$ cat src/rtl/sram_block_reader.sv
// sram_block_reader
//   Read-side streamer for the 32768x64 result SRAM filled by the 2D-DCT
//   datapath. A start request latches a base address and a word count; the
//   block then issues sequential SRAM reads (wrapping at the top of the
//   address space) and presents the returned words on a valid/ready stream.
//   A small FIFO absorbs the SRAM's 1-cycle read latency and downstream
//   backpressure.
//
// Ports
//   clk         system clock, rising edge
//   reset       asynchronous, active-high reset
//   start       single-cycle request, honoured only while idle
//   base_addr   first word address (latched on accepted start)
//   word_count  number of words to read, 0..2^ADDR_W (latched on accepted start)
//   busy        transfer in progress
//   done        one-cycle completion pulse
//   sram_rd_en  SRAM read strobe
//   sram_addr   SRAM read address (holds while sram_rd_en is low)
//   sram_rdata  SRAM read data, valid the cycle after sram_rd_en
//   out_valid   stream word valid
//   out_ready   downstream accept
//   out_data    stream word (FIFO head, zero while empty)
//   out_last    final word of the run
module sram_block_reader #(
  parameter int ADDR_W     = 15,
  parameter int DATA_W     = 64,
  parameter int FIFO_DEPTH = 4
) (
  input  logic              clk,
  input  logic              reset,
  input  logic              start,
  input  logic [ADDR_W-1:0] base_addr,
  input  logic [ADDR_W:0]   word_count,
  output logic              busy,
  output logic              done,
  output logic              sram_rd_en,
  output logic [ADDR_W-1:0] sram_addr,
  input  logic [DATA_W-1:0] sram_rdata,
  output logic              out_valid,
  input  logic              out_ready,
  output logic [DATA_W-1:0] out_data,
  output logic              out_last
);

  localparam int PW = (FIFO_DEPTH > 1) ? $clog2(FIFO_DEPTH) : 1;
  localparam int CW = $clog2(FIFO_DEPTH + 1);

  typedef enum logic [1:0] {IDLE, RUN, FLUSH} state_t;

  state_t            state_q;
  logic [ADDR_W-1:0] base_q;
  logic [ADDR_W:0]   count_q;
  logic [ADDR_W:0]   issued_q;
  logic [ADDR_W:0]   popped_q;
  logic [ADDR_W:0]   popped_d;
  logic              busy_q;
  logic              done_q;
  logic              rd_en_q;
  logic [ADDR_W-1:0] addr_q;
  // Set for the cycle in which the SRAM returns data for last cycle's read.
  logic              pend_q;

  logic [DATA_W-1:0] fifo_mem [FIFO_DEPTH];
  logic [PW-1:0]     wr_ptr_q;
  logic [PW-1:0]     rd_ptr_q;
  logic [CW-1:0]     fcnt_q;
  logic [CW-1:0]     fcnt_d;
  logic [CW:0]       commit_nxt;

  logic push;
  logic pop;
  logic remaining_nz;
  logic room;
  logic issue;

  assign push         = pend_q;
  assign pop          = out_valid & out_ready;
  assign fcnt_d       = fcnt_q + CW'(push) - CW'(pop);
  assign popped_d     = popped_q + (ADDR_W+1)'(pop);
  assign remaining_nz = (issued_q != count_q);

  // Words committed for the next cycle: FIFO contents after this cycle's
  // push/pop, plus the read currently on the bus (it lands one cycle later),
  // plus the read we are about to issue. Keeping this within FIFO_DEPTH
  // guarantees every issued read has a FIFO slot when its data returns.
  assign commit_nxt = {1'b0, fcnt_d} + (CW+1)'(rd_en_q) + (CW+1)'(1);
  assign room       = (commit_nxt <= (CW+1)'(FIFO_DEPTH));
  assign issue      = (state_q == RUN) && remaining_nz && room;

  assign busy       = busy_q;
  assign done       = done_q;
  assign sram_rd_en = rd_en_q;
  assign sram_addr  = addr_q;
  assign out_valid  = (fcnt_q != '0);
  assign out_data   = out_valid ? fifo_mem[rd_ptr_q] : '0;
  assign out_last   = out_valid && ((popped_q + (ADDR_W+1)'(1)) == count_q);

  always_ff @(posedge clk or posedge reset) begin
    if (reset) begin
      state_q  <= IDLE;
      base_q   <= '0;
      count_q  <= '0;
      issued_q <= '0;
      popped_q <= '0;
      busy_q   <= 1'b0;
      done_q   <= 1'b0;
      rd_en_q  <= 1'b0;
      addr_q   <= '0;
      pend_q   <= 1'b0;
      wr_ptr_q <= '0;
      rd_ptr_q <= '0;
      fcnt_q   <= '0;
    end else begin
      done_q   <= 1'b0;
      rd_en_q  <= 1'b0;
      pend_q   <= rd_en_q;
      fcnt_q   <= fcnt_d;
      popped_q <= popped_d;

      if (push) begin
        wr_ptr_q <= (wr_ptr_q == PW'(FIFO_DEPTH - 1)) ? '0 : wr_ptr_q + PW'(1);
      end
      if (pop) begin
        rd_ptr_q <= (rd_ptr_q == PW'(FIFO_DEPTH - 1)) ? '0 : rd_ptr_q + PW'(1);
      end

      case (state_q)
        IDLE: begin
          if (start) begin
            base_q   <= base_addr;
            count_q  <= word_count;
            popped_q <= '0;
            busy_q   <= 1'b1;
            if (word_count == '0) begin
              issued_q <= '0;
              state_q  <= FLUSH;
            end else begin
              // First read goes out in the cycle right after the start.
              rd_en_q  <= 1'b1;
              addr_q   <= base_addr;
              issued_q <= (ADDR_W+1)'(1);
              state_q  <= RUN;
            end
          end
        end

        RUN: begin
          if (issue) begin
            rd_en_q  <= 1'b1;
            addr_q   <= base_q + issued_q[ADDR_W-1:0];
            issued_q <= issued_q + (ADDR_W+1)'(1);
          end else if (!remaining_nz) begin
            state_q <= FLUSH;
          end
        end

        FLUSH: begin
          if (popped_d == count_q) begin
            busy_q  <= 1'b0;
            done_q  <= 1'b1;
            state_q <= IDLE;
          end
        end

        default: state_q <= IDLE;
      endcase
    end
  end

  // FIFO storage carries data only; occupancy is tracked by the control regs.
  always_ff @(posedge clk) begin
    if (push) begin
      fifo_mem[wr_ptr_q] <= sram_rdata;
    end
  end

  a_no_fifo_overflow: assert property (@(posedge clk) disable iff (reset)
    !(push && !pop && (fcnt_q == CW'(FIFO_DEPTH))));

endmodule

$ cat config.mk
export PLATFORM = sky130hd
export DESIGN_NAME = sram_block_reader
export DESIGN_NICKNAME = d
export VERILOG_FILES = /design/src/rtl/sram_block_reader.sv
export SDC_FILE = /design/constraint.sdc
export NUM_CORES = 1
export LEC_CHECK = 0
export CORE_MARGIN = 1.5
export CORE_UTILIZATION = 30
export CTS_CLUSTER_DIAMETER = 40
export DETAILED_ROUTE_END_ITERATION = 10
export GPL_TIMING_DRIVEN = 0
export SYNTH_ARGS = -nofsm -noshare
export SYNTH_HDL_FRONTEND = slang
export SYNTH_SLANG_ARGS = --single-unit
$ cat constraint.sdc
create_clock -name clk -period 3.7 [get_ports clk]
set_input_delay 0.74 -clock clk [delete_from_list [all_inputs] [get_ports clk]]
set_output_delay 0.74 -clock clk [all_outputs]
set_load 0.05 [all_outputs]
==> flow_summary.yaml <==
routing:
  viasPerCell: 4.80
  ant_nets: 0
  drt_iter0_markers: 503
  drt-total-wl_mm: 37.1
  wire_per_inst_um: 18.7
  drt_first_pass_iters: 5
  drc: 0
  vias: 9544
sta:
  timing_hold_violations_final: 0
  fmax_mhz: 278
  period_needed_ps: 3600
  setup_viol: 0
  finClkSkew_ps: 52.6
  fin_crit_sh_pct: 97.4
  relSlewSlack_pct: 41.1
  report.final.slew_viol_count: 0
  holdWs_ps: 456
  max_slew.worst_pin.slew_ps: 876
  rsz0062_at_grt: "yes"
worst_hold_path:
  hp-class: "reg -> reg"
grt:
  grt_util_all_layers_pct: 14.2
  grt_pass1_wl_mm: 57.8
  grt_max_degree: 69
  overflow: 0
  grt_pass1_vias: 9793
  antenna_found_initial: 3
logic_synthesis:
  synth_compound_area_share_pct: 4.72
  synth_nets: 1139
  yosys.cell_types.count: 57
  ys_ff_latch: 347
  synth_flop_cell: "edfxtp_1"
  synth_xor_xnor_area_share_pct: 4.49
  synthCells: 1014
  synth.area.mux_share_pct: 12.0
  yosys_warnings: 0
  post_synth.cell_area_avg_um2: 15.1
  ys_seq_area_share_pct: 65.1
  synthSimpleGateAreaFrac_pct: 9.65
  syn-cell-area_um2: 15300
  synth_top_family_by_area: "multiplexers"
  synth_edf_count: 256
  synthAdderAreaFrac_pct: 2.22
  synthArstFlopShare_pct: 26.2
die:
  initial_core_util_pct: 30.5
  pin_count: 183
  core-area_um2: 50300
  row_count: 82
  die_x_um: 229
  die-area_um2: 52400
  die_height_um: 229
worst_setup_path:
  cp-start-kind: "flip-flop"
  max_stage_delay_ps: 580
  crit_fanout: 7
  cp_top_family: "simple AND/OR/NAND/NOR gates"
  critPathBufInv: 2
  reg2reg_slack_ps: 250
  cp-end-kind: "output pin"
  cp_cell_sequence: "buf_6 > nand4_1 > or4_4 > nor2_2 > a21oi_1 > o22ai_1 > nand4_1 > nor4_4 > buf_6"
  cp.required_ps: 2960
  critPathArrivalTime_ps: 2860
  slowest_stage: "or4_4"
  path_class: "reg -> out"
cells_and_area:
  drive_gt1_share_pct: 20.0
  antenna_cells: 0
  final_util_pct: 40.3
  syn_to_final_growth_pct: 32.1
  fin_nets: 1394
clocking:
  cts_made_buffers: 55
  cts_num_sinks: 347
  cts_tree: "built"
  clk_pin_slew_ps: 50
  hold_buffers: 0
  root_buffer: "clkbuf_16"
  clock_latency_ps: 620
  cts_max_path_buffers: 3
  h-tree-depth: 2
place:
  numPortBuffers: 182
  gp_congestion: 0.848
  place_hpwl_mm: 24.7
power:
  p_leak_uw: 0.00731
  peakVddDrop_mv: 0.677
  power_uw: 20100
  power.density_nw_per_um2: 995
run_status:
  outcome: "finished, final reports clean"
flow_run:
  cap_viol_max_count: 0
-- power breakdown --
| part | switching, µW | internal [µW] |
|---|---|---|
| logic | 5680 | 3290 |
| registers | 523 | 5350 |
| clock network | 1950 | 3350 |
| total | 8150 | 12000 |
-- placed cells by master, fill, tap and decap left out, types with 7 or more instances in the layout --
cell,count
nor3_1,14
a31oi_1,15
mux4_2,64
dfrtp_1,86
edfxtp_1,256
dlygate4sd2_1,58
ha_1,23
inv_1,20
bufinv_16,7
nor2_1,63
o31ai_1,7
and3_1,8
or3_1,9
mux2_2,33
clkdlybuf4s50_1,121
nor4_1,10
nand2_1,45
buf_4,23
clkbuf_16,55
clkbuf_2,8
o21ai_0,25
and2_1,66
xor2_1,40
a21oi_1,27
nor2b_1,7
clkbuf_1,25
xnor2_1,36
nand4_1,11
nand3_1,15
inv_6,7
-- registers in the layout, indices dropped and copies added (netlist names), 2 cells and up --
register,cells
fifo_mem,256
count_q,16
issued_q,16
popped_q,16
base_q,15
sram_addr,15
fcnt_q,3
rd_ptr_q,2
state_q,2
wr_ptr_q,2
-- synth_stat cells, types with 8 or more instances --
cell type	instances	area, µm²
edfxtp_1	256	7690
dfrtp_1	91	2280
and2_1	70	438
nor2_1	65	244
mux4_2	64	1440
nand2_1	46	173
xor2_1	40	350
xnor2_1	36	315
clkbuf_1	35	131
mux2_2	33	372
a21oi_1	28	140
o21ai_0	25	125
ha_1	24	300
inv_1	21	78.8
nand3_1	16	80.1
a31oi_1	15	93.8
nor3_1	14	70.1
nor4_1	13	81.3
nand4_1	11	68.8
buf_1	10	37.5
or3_1	9	56.3
and3_1	8	50.1
-- worst reg2reg max path: stages (launching register included) --
cell      delay (ps)
dfrtp_1          450
o31ai_4          270
clkbuf_4         270
mux2i_1          100
ha_1             200
inv_1             60
fa_1             410
inv_1            110
ha_1             240
nor2b_1          140
o221a_2          220
nand4_1           90
buf_4            200
buf_4            140
or3_1            340
a21oi_1          140
-- logic make-up after synthesis --
family	Yosys count
AND/OR/NAND/NOR	281
flip-flops	347
XOR/XNOR	77
AO/OA/AOI/OAI	112
buffers and inverters	71
multiplexers	100
adder cells (fa/ha/maj)	26
-- metrics by stage --
stage	cell area [µm²]	setup slack, ps	setup TNS (ps)	cells
after floorplan	15300	192	0	1014
after global placement	18000	-1110	-199070	1868
after detailed placement	18100	-1130	-47770	1873
after CTS	20100	-91.0	-91.0	1975
after global routing	20200	-95.4	-95.4	1987
final	20200	97.1	0	1987
-- worst paths after layout --
kind,cells past startpoint,to,start
setup / recovery,9,out_last,popped_q[5]
setup reg to reg,15,issued_q[9],fcnt_q[0]
hold / removal,0,pend_q,sram_rd_en
max in group asynchronous,3,popped_q[6],reset
hold reg to reg,0,pend_q,sram_rd_en
min in group asynchronous,2,sram_addr[4],reset
-- final cells by class --
cell class | instances | area [µm²]
clock buffers | 67 | 1460
well taps | 672 | 841
plain buffers | 45 | 246
repair buffers | 203 | 2010
clock inverters | 36 | 480
multi-input cells | 596 | 5150
flip-flops and latches | 347 | 9970
fillers | 4701 | 30000
inverters | 21 | 81.3
-- routing by layer --
layer  track usage, %  wire length, µm  vias to the layer above
met5                0               34                        -
met3             3.12             2320                       69
met4             4.36              871                        6
met1             19.0            16200                     4806
met2             22.9            17700                      283
li1                 -                -                     4380
-- timing repair --
| action | 4_1_cts | 5_1_grt |
|---|---|---|
| pin swaps | 3 | 5 |
| gates resized for setup | 122 | 26 |
| hold endpoints to repair | 0 | 0 |
| endpoints found under the setup margin | 96 | 33 |
| buffers inserted | 3 | 13 |
No activity file was read; power rests on OpenSTA's default activity.
